$ cat src/rtl/aes_key_sched_ctrl.sv
// AES-128 key expansion sequencer.
// Holds the four schedule words, emits each round key on a valid/ready
// stream and derives the next key from an external S-box and rcon lookup.
module aes_key_sched_ctrl #(
  parameter int DWORD  = 32,
  parameter int LENGTH = 128,
  parameter int ROUNDS = 10
) (
  input  logic              clk,
  input  logic              rst,
  input  logic              start,
  input  logic              clear,
  input  logic [LENGTH-1:0] key_in,
  output logic [3:0]        rnd,
  input  logic [DWORD-1:0]  rcon,
  output logic [DWORD-1:0]  sub_in,
  input  logic [DWORD-1:0]  sub_out,
  output logic              busy,
  output logic              rk_valid,
  input  logic              rk_ready,
  output logic [LENGTH-1:0] rk_data,
  output logic [3:0]        rk_index,
  output logic              done
);

  typedef enum logic [1:0] {IDLE, EMIT, CALC, DONE} state_t;

  localparam logic [3:0] LAST_IDX = 4'(ROUNDS);

  state_t           state_q, state_d;
  logic [DWORD-1:0] w0_q, w1_q, w2_q, w3_q;
  logic [DWORD-1:0] w0_d, w1_d, w2_d, w3_d;
  logic [3:0]       idx_q, idx_d;
  logic             rk_valid_q, rk_valid_d;
  logic             busy_q, busy_d;
  logic             done_q, done_d;
  logic [DWORD-1:0] t, n0, n1, n2, n3;

  // RotWord: rotate the word left by one byte.
  function automatic logic [DWORD-1:0] rot_word(input logic [DWORD-1:0] w);
    return {w[DWORD-9:0], w[DWORD-1:DWORD-8]};
  endfunction

  assign rnd      = idx_q;
  assign sub_in   = rot_word(w3_q);
  assign rk_data  = {w0_q, w1_q, w2_q, w3_q};
  assign rk_index = idx_q;
  assign rk_valid = rk_valid_q;
  assign busy     = busy_q;
  assign done     = done_q;

  // Next-state, next-key and registered-output computation.
  always_comb begin
    state_d = state_q;
    w0_d    = w0_q;
    w1_d    = w1_q;
    w2_d    = w2_q;
    w3_d    = w3_q;
    idx_d   = idx_q;
    t       = sub_out ^ rcon;
    n0      = w0_q ^ t;
    n1      = w1_q ^ n0;
    n2      = w2_q ^ n1;
    n3      = w3_q ^ n2;
    case (state_q)
      IDLE: begin
        if (start) begin
          w0_d    = key_in[LENGTH-1 -: DWORD];
          w1_d    = key_in[LENGTH-1-DWORD -: DWORD];
          w2_d    = key_in[LENGTH-1-2*DWORD -: DWORD];
          w3_d    = key_in[DWORD-1:0];
          idx_d   = 4'd0;
          state_d = EMIT;
        end
      end
      EMIT: begin
        if (rk_valid_q && rk_ready) begin
          state_d = (idx_q == LAST_IDX) ? DONE : CALC;
        end
      end
      CALC: begin
        w0_d    = n0;
        w1_d    = n1;
        w2_d    = n2;
        w3_d    = n3;
        idx_d   = idx_q + 4'd1;
        state_d = EMIT;
      end
      DONE: state_d = IDLE;
      default: state_d = IDLE;
    endcase
    // Abort keeps the schedule words and index exactly as they were.
    if (clear) begin
      state_d = IDLE;
      w0_d    = w0_q;
      w1_d    = w1_q;
      w2_d    = w2_q;
      w3_d    = w3_q;
      idx_d   = idx_q;
    end
    rk_valid_d = (state_d == EMIT);
    busy_d     = (state_d != IDLE);
    done_d     = (state_d == DONE);
  end

  // State, key words, index and registered outputs.
  always_ff @(posedge clk or posedge rst) begin
    if (rst) begin
      state_q    <= IDLE;
      w0_q       <= '0;
      w1_q       <= '0;
      w2_q       <= '0;
      w3_q       <= '0;
      idx_q      <= 4'd0;
      rk_valid_q <= 1'b0;
      busy_q     <= 1'b0;
      done_q     <= 1'b0;
    end else begin
      state_q    <= state_d;
      w0_q       <= w0_d;
      w1_q       <= w1_d;
      w2_q       <= w2_d;
      w3_q       <= w3_d;
      idx_q      <= idx_d;
      rk_valid_q <= rk_valid_d;
      busy_q     <= busy_d;
      done_q     <= done_d;
    end
  end

endmodule

$ cat config.mk
export PLATFORM = sky130hd
export DESIGN_NAME = aes_key_sched_ctrl
export DESIGN_NICKNAME = d
export VERILOG_FILES = /design/src/rtl/aes_key_sched_ctrl.sv
export SDC_FILE = /design/constraint.sdc
export NUM_CORES = 1
export LEC_CHECK = 0
export ABC_AREA = 1
export CORE_MARGIN = 2
export CORE_UTILIZATION = 44
export CTS_CLUSTER_DIAMETER = 200
export DETAILED_ROUTE_END_ITERATION = 10
export GPL_ROUTABILITY_DRIVEN = 0
export PLACE_DENSITY = 0.82
export SKIP_CTS_REPAIR_TIMING = 1
export SYNTH_ARGS = -nofsm -noshare
export SYNTH_HDL_FRONTEND = slang
export SYNTH_SLANG_ARGS = --single-unit
$ cat constraint.sdc
create_clock -name clk -period 5.9 [get_ports clk]
set_input_delay 1.18 -clock clk [delete_from_list [all_inputs] [get_ports clk]]
set_output_delay 1.18 -clock clk [all_outputs]
set_load 0.005 [all_outputs]
==> summary.md, run 1 <==
| Metric | Value |
|---|---|
| Final Cycle Share | `0.605` |
| Clk_lat worst skew | `around 0.42 ns` |
| R2R Setup Slk | `between 2 and 2.5 ns` |
| Static Leakage | `approximately 6.4 nW` |
| Cell taking the most area after synthesis | `dfrtp_1` |
| Yosys warnings | `0` |
| Iter 0 DRT Violations | `670` |
| Max FO, Critical Path | `68` |
| Final #Nets | `~1.9k` |
| Share of cells above drive strength 1 | `0.0474` |
| Via-per-instance ratio | `roughly 5.3` |
| Post-route ant nets | `0` |
| Startpoint Class | `flop` |
| Synthesized flop and latch total | `between 100 and 150` |
| First-pass GRT wire length | `47,700 µm` |
| Die Area | `21,700 µm²` |
| Max-cap violations | `0` |
| Worst slew margin relative to its limit | `0.322` |
| Slew @ Worst Pin | `1.02 ns` |
| Drt total wl | `roughly 30,000 µm` |
| CTS Sinks | `137` |
| DR WL/cell | `between 15 and 20 µm` |
| RSZ-0062 raised after global routing | `false` |
| Final Setup Violations | `0` |
| Post-synthesis cell type count | `25` |
| CP Data Required Time | `6.20 ns` |
| Layout Skew | `about 0.0093 ns` |
| Core ar. | `20,200 µm²` |
| Asr flop ratio synth | `1.00` |
| I/O Buffers | `between 300 and 400` |
| Cell family with most CP delay | `buffers and inverters` |
| Critical path's slowest cell | `dfrtp_1` |
| CTS tree | `built` |
| Pwr Density | `roughly 380 nW/µm²` |
| Final Hold Viols | `0` |
| Hpwl dp | `between 20,000 and 25,000 µm` |
| Sum of negative setup slack | `0 ns` |
| Layout Utilization | `0.650` |
| Post-Syn Instances | `1,351` |
| Syn_nets | `between 1.5k and 2k` |
| CTS Root Cell | `clkbuf_16` |
| GR Overflow Total | `0` |
| Syn_area_per_cell | `between 6 and 7 µm²` |
| Peak VDD IR | `216 µV` |
| Ranking of synthesized cells by area | `dfrtp_1 38%, nand2_1 18%, nand3_1 14%` |
| Final Power | `~5 mW` |
| Most frequent cell after synthesis | `nand2_1` |
| Post-synth top cells | `422 x nand2_1, 257 x nand3_1, 166 x inv_1, 137 x dfrtp_1, 93 x o21ai_0` |
| CP Capture Type | `flop` |
| Area grow syn2layout | `45.4%` |
| Total global-route track usage | `0.275` |
| Max Freq | `between 200 and 300 MHz` |
| Vias in the first global route | `approximately 9.7k` |
| Post-route DRC | `0` |
| Yosys top cell area share | `0.380` |
| Number of I/O pins | `about 370` |
| Sequential share of the synthesized area | `0.380` |
| H-tree depth | `4` |
| Number of synthesized flops with an enable pin | `0` |
| Final Critical Period | `about 3.6 ns` |
| Chip height | `~150 µm` |
| TritonCTS Buffers | `17` |
| CTS Buffer Depth | `2` |
| Slowest stage delay, CP | `a little under 0.9 ns` |
| Initial Util | `0.447` |
| Max-slew violation count | `0` |
| Num rows | `between 50 and 60` |
| Worst Hold Class | `flop to flop` |
| Outcome | `complete, no violations` |
| Routed vias | `approximately 10k` |
| Pin count of the biggest net entering global routing | `~140` |
| Reg clk slew, reported paths | `about 0.06 ns` |
| Drt pass-1 iters | `5` |
| Die W | `147 µm` |
| Critical path class | `flop to flop` |
| Mapped cell area | `between 9000 and 10,000 µm²` |
| Initial antenna violation count | `1` |
| Top FF cell, synth | `dfrtp_1` |
| Sum of buffers and inverters on the critical path | `3` |
| CP cell instances | `inv_2 -> nor2_4 -> buf_4 -> buf_4 -> nand3_1 -> nand3_1 -> nand2_1` |
| WP data arrival | `approximately 3.9 ns` |
## worst paths after layout
kind / start / end / cells past startpoint
worst max-delay path: state_q[1] / w2_q[30] / 7
worst min-delay path: w3_q[27] / w3_q[27] / 2
worst max register to register: state_q[1] / w2_q[30] / 7
worst min register to register: w3_q[27] / w3_q[27] / 2
max in group asynchronous: rst / w1_q[9] / 3
min in group asynchronous: rst / w2_q[11] / 2
## per-stage QoR
step | hold WS [ns] | instance area (µm²) | instances | setup slack, ns
2_1_floorplan | 0.499 | 9020 | 1351 | 1.05
3_3_place_gp | 0.505 | 12500 | 1903 | 2.41
3_5_place_dp | 0.510 | 12500 | 1903 | 2.34
4_1_cts | 0.529 | 13100 | 1935 | 2.39
5_1_grt | 0.560 | 13100 | 1936 | 2.10
6_report | 0.526 | 13100 | 1936 | 2.33
## placed cells by master, fill, tap and decap left out, drive strengths merged
cell           instances
a31o                   1
clkdlybuf4s50        367
clkinv                 8
dfrtp                137
clkbuf                21
or2                   32
nand3                257
clkinvlp               1
bufinv                 2
o21ai                129
a21oi                 66
buf                    7
diode                  1
a31oi                  1
xor2                   1
ha                     2
nor3                   1
inv                  169
nor4                   1
o22ai                 33
nand2                423
o31ai                  1
nor2                   5
## kinds of logic (layout without fill, tap and decap cells)
kind of cell               Yosys count  after routing  synth area share
AOI/OAI and AO/OA                  231            231             0.134
xor gates and xnor gates             1              1          0.000971
buffers and inverters              261            575             0.135
DFF                                137            137             0.380
and+or+nand+nor                    719            719             0.347
other                                0              1                 0
adders and majority gates            2              2           0.00277
## final cells by class
class                   count  area [µm²]
well taps                 270         338
diodes                      1        2.50
repair buffers            374        3740
clock inverters            11         123
flip-flops and latches    137        3430
fillers                  1755        7060
multi-input cells         953        4380
clock buffers              21         460
inverters                 169         644
## per-layer routing
layer | wire length (µm) | track usage
met4 | 1290 | 0.134
met3 | 2590 | 0.0581
met1 | 11600 | 0.329
met5 | 0 | 0
met2 | 14800 | 0.474
## where the power goes
group | switching [mW] | total [mW] | internal [mW]
Combinational | 1.03 | 2.25 | 1.22
Sequential | 0.391 | 1.67 | 1.28
Clock | 0.423 | 1.07 | 0.645
Total | 1.84 | 4.98 | 3.15
## tightest hold or removal path: cells and delay by family, from the launching register on
family / cells / cell delay (ns)
AND/OR/NAND/NOR: 2 / 0.12
flip-flops: 1 / 0.38
## registers in the layout (all words and copies together), names as in the netlist
name / count
w0_q: 32
w2_q: 32
busy: 1
rk_valid: 1
rk_index: 4
w3_q: 32
w1_q: 32
done: 1
state_q: 2
(Power assumes the default switching activity.)
==> inputs of run 2 (changes only) <==
==> constraint.sdc (replaced) <==
create_clock -name clk -period 3.68 [get_ports clk]
set_input_delay 0.736 -clock clk [delete_from_list [all_inputs] [get_ports clk]]
set_output_delay 0.736 -clock clk [all_outputs]
set_load 0.005 [all_outputs]
==> summary.md, run 2 (same netlist as run 1, synthesis figures left out) <==
| Metric | Value |
|---|---|
| WP data arrival | `~2.7 ns` |
| Cell family with most CP delay | `buffers and inverters` |
| Vias in the first global route | `between 9k and 10k` |
| Slew @ Worst Pin | `0.956 ns` |
| Pin count of the biggest net entering global routing | `130` |
| Hold endpoint | `w3_q[2]` |
| First-pass GRT wire length | `~49,000 µm` |
| TritonCTS Buffers | `17` |
| Hold path start | `w3_q[2]` |
| Layout Skew | `0.00793 ns` |
| Commonest non-fill, non-tap cell in the layout | `nand2_1` |
| Num rows | `52` |
| Crit path depth | `8` |
| Die Area | `between 20,000 and 25,000 µm²` |
| Static Leakage | `approximately 6.4 nW` |
| CTS Sinks | `137` |
| Core ar. | `roughly 20,000 µm²` |
| Hpwl dp | `roughly 22,000 µm` |
| Drt pass-1 iters | `6` |
| CTS Buffer Depth | `2` |
| RSZ-0062 raised after global routing | `false` |
| CTS tree | `built` |
| Peak VDD IR | `between 300 and 400 µV` |
| Number of I/O pins | `approximately 370` |
| Max Freq | `about 420 MHz` |
| Area grow syn2layout | `47.3%` |
| Max FO, Critical Path | `55` |
| Routed vias | `between 10k and 15k` |
| Final Critical Period | `roughly 2.4 ns` |
| GR Overflow Total | `0` |
| Clk_lat worst skew | `between 0.4 and 0.5 ns` |
| Worst Hold Class | `flop to flop` |
| Pwr Density | `620 nW/µm²` |
| Reg-to-Reg End | `w1_q[27]` |
| Chip height | `147 µm` |
| Reg2Reg Depth | `8` |
| Sum of buffers and inverters on the critical path | `3` |
| Critical path's slowest cell | `clkdlybuf4s50_1` |
| Share of cells above drive strength 1 | `0.0521` |
| Final Cycle Share | `0.641` |
| Reg clk slew, reported paths | `roughly 0.06 ns` |
| Critical path class | `primary input to flop` |
| Worst slew margin relative to its limit | `0.362` |
| CP Capture Type | `flop` |
| Iter 0 DRT Violations | `roughly 510` |
| I/O Buffers | `approximately 370` |
| Die W | `~150 µm` |
| Max-slew violation count | `0` |
| Startpoint Class | `primary input` |
| Post-route DRC | `0` |
| Initial Util | `0.447` |
| Leading cell types in the layout, fill and taps excluded | `422 x nand2_1, 367 x clkdlybuf4s50_1, 257 x nand3_1` |
| Outcome | `complete, no violations` |
| Hold path cells | `2` |
| Hold_ws | `slightly above 0.5 ns` |
| Total global-route track usage | `0.280` |
| Critical R2R Launch | `state_q[1]` |
| CP Data Required Time | `around 4 ns` |
| CTS Root Cell | `clkbuf_16` |
| Max-cap violations | `0` |
| Final Hold Viols | `0` |
| Drt total wl | `about 31,000 µm` |
| Final Setup Violations | `0` |
| H-tree depth | `4` |
| DR WL/cell | `around 16 µm` |
| R2R Setup Slk | `around 1.4 ns` |
| CP cell instances | `clkdlybuf4s50_1 -> nor3_2 -> nor2_4 -> nand2_4 -> inv_6 -> buf_4 -> o21ai_0 -> o22ai_1` |
| Slowest stage delay, CP | `around 0.47 ns` |
| Post-route ant nets | `0` |
| Sum of negative setup slack | `0 ns` |
| Final #Nets | `1,857` |
| Via-per-instance ratio | `5.29` |
| Initial antenna violation count | `3` |
## run 2: changes by cell type in the layout (fill, tap and decap cells not counted), sizes merged, moves of 2 or more
cell,change
bufinv,+3
clkbuf,-3
clkinv,-2
diode,+2
buf,+6
## run 2: worst max-delay path by stage
stage           from        to  slack, ns
3_5_place_dp   start  w1_q[27]       0.89
4_1_cts        start  w1_q[27]       1.34
2_1_floorplan    rst      busy       1.24
3_3_place_gp   start  w1_q[28]       0.97
6_report       start  w1_q[27]       1.32
5_1_grt        start  w1_q[28]       1.18
## run 2: layout make-up
type,count,area (µm²)
Timing Repair Buffer,380,3830
Sequential cell,137,3430
Fill cell,1713,6880
Tap cell,270,338
Inverter,169,643
Clock buffer,18,439
Clock inverter,14,220
Multi-Input combinational cell,953,4380
Antenna cell,3,7.51
## run 2: per-stage QoR
| step | area [µm²] | worst slack [ns] | util | power, mW | instances |
|---|---|---|---|---|---|
| detailed placement | 12600 | 0.894 | 0.626 | 6.29 | 1909 |
| finish | 13300 | 1.32 | 0.659 | 8.24 | 1944 |
| global route | 13300 | 1.18 | 0.659 | 8.77 | 1943 |
| CTS | 13300 | 1.34 | 0.658 | 8.27 | 1941 |
| floorplan | 9020 | 1.24 | - | 4.38 | 1351 |
| global placement | 12600 | 0.975 | 0.626 | 6.16 | 1909 |
## run 2: worst min-delay path: stages, from the launching register on
cell and delay, ns:
dfrtp_1 0.38, nand2_1 0.06, nand2_1 0.05
## run 2: power by group
group	internal [mW]	total, mW	switching (mW)	leakage (nW)
Sequential	2.05	2.65	0.600	1.70
Combinational	1.98	3.65	1.67	4.41
Clock	1.23	1.95	0.718	0.321
Total	5.25	8.24	2.99	6.43
## run 2: per-layer routing
metal,track usage,part of all wire
met1,0.324,0.38
met2,0.484,0.49
met3,0.0708,0.086
met4,0.138,0.042
met5,0,0
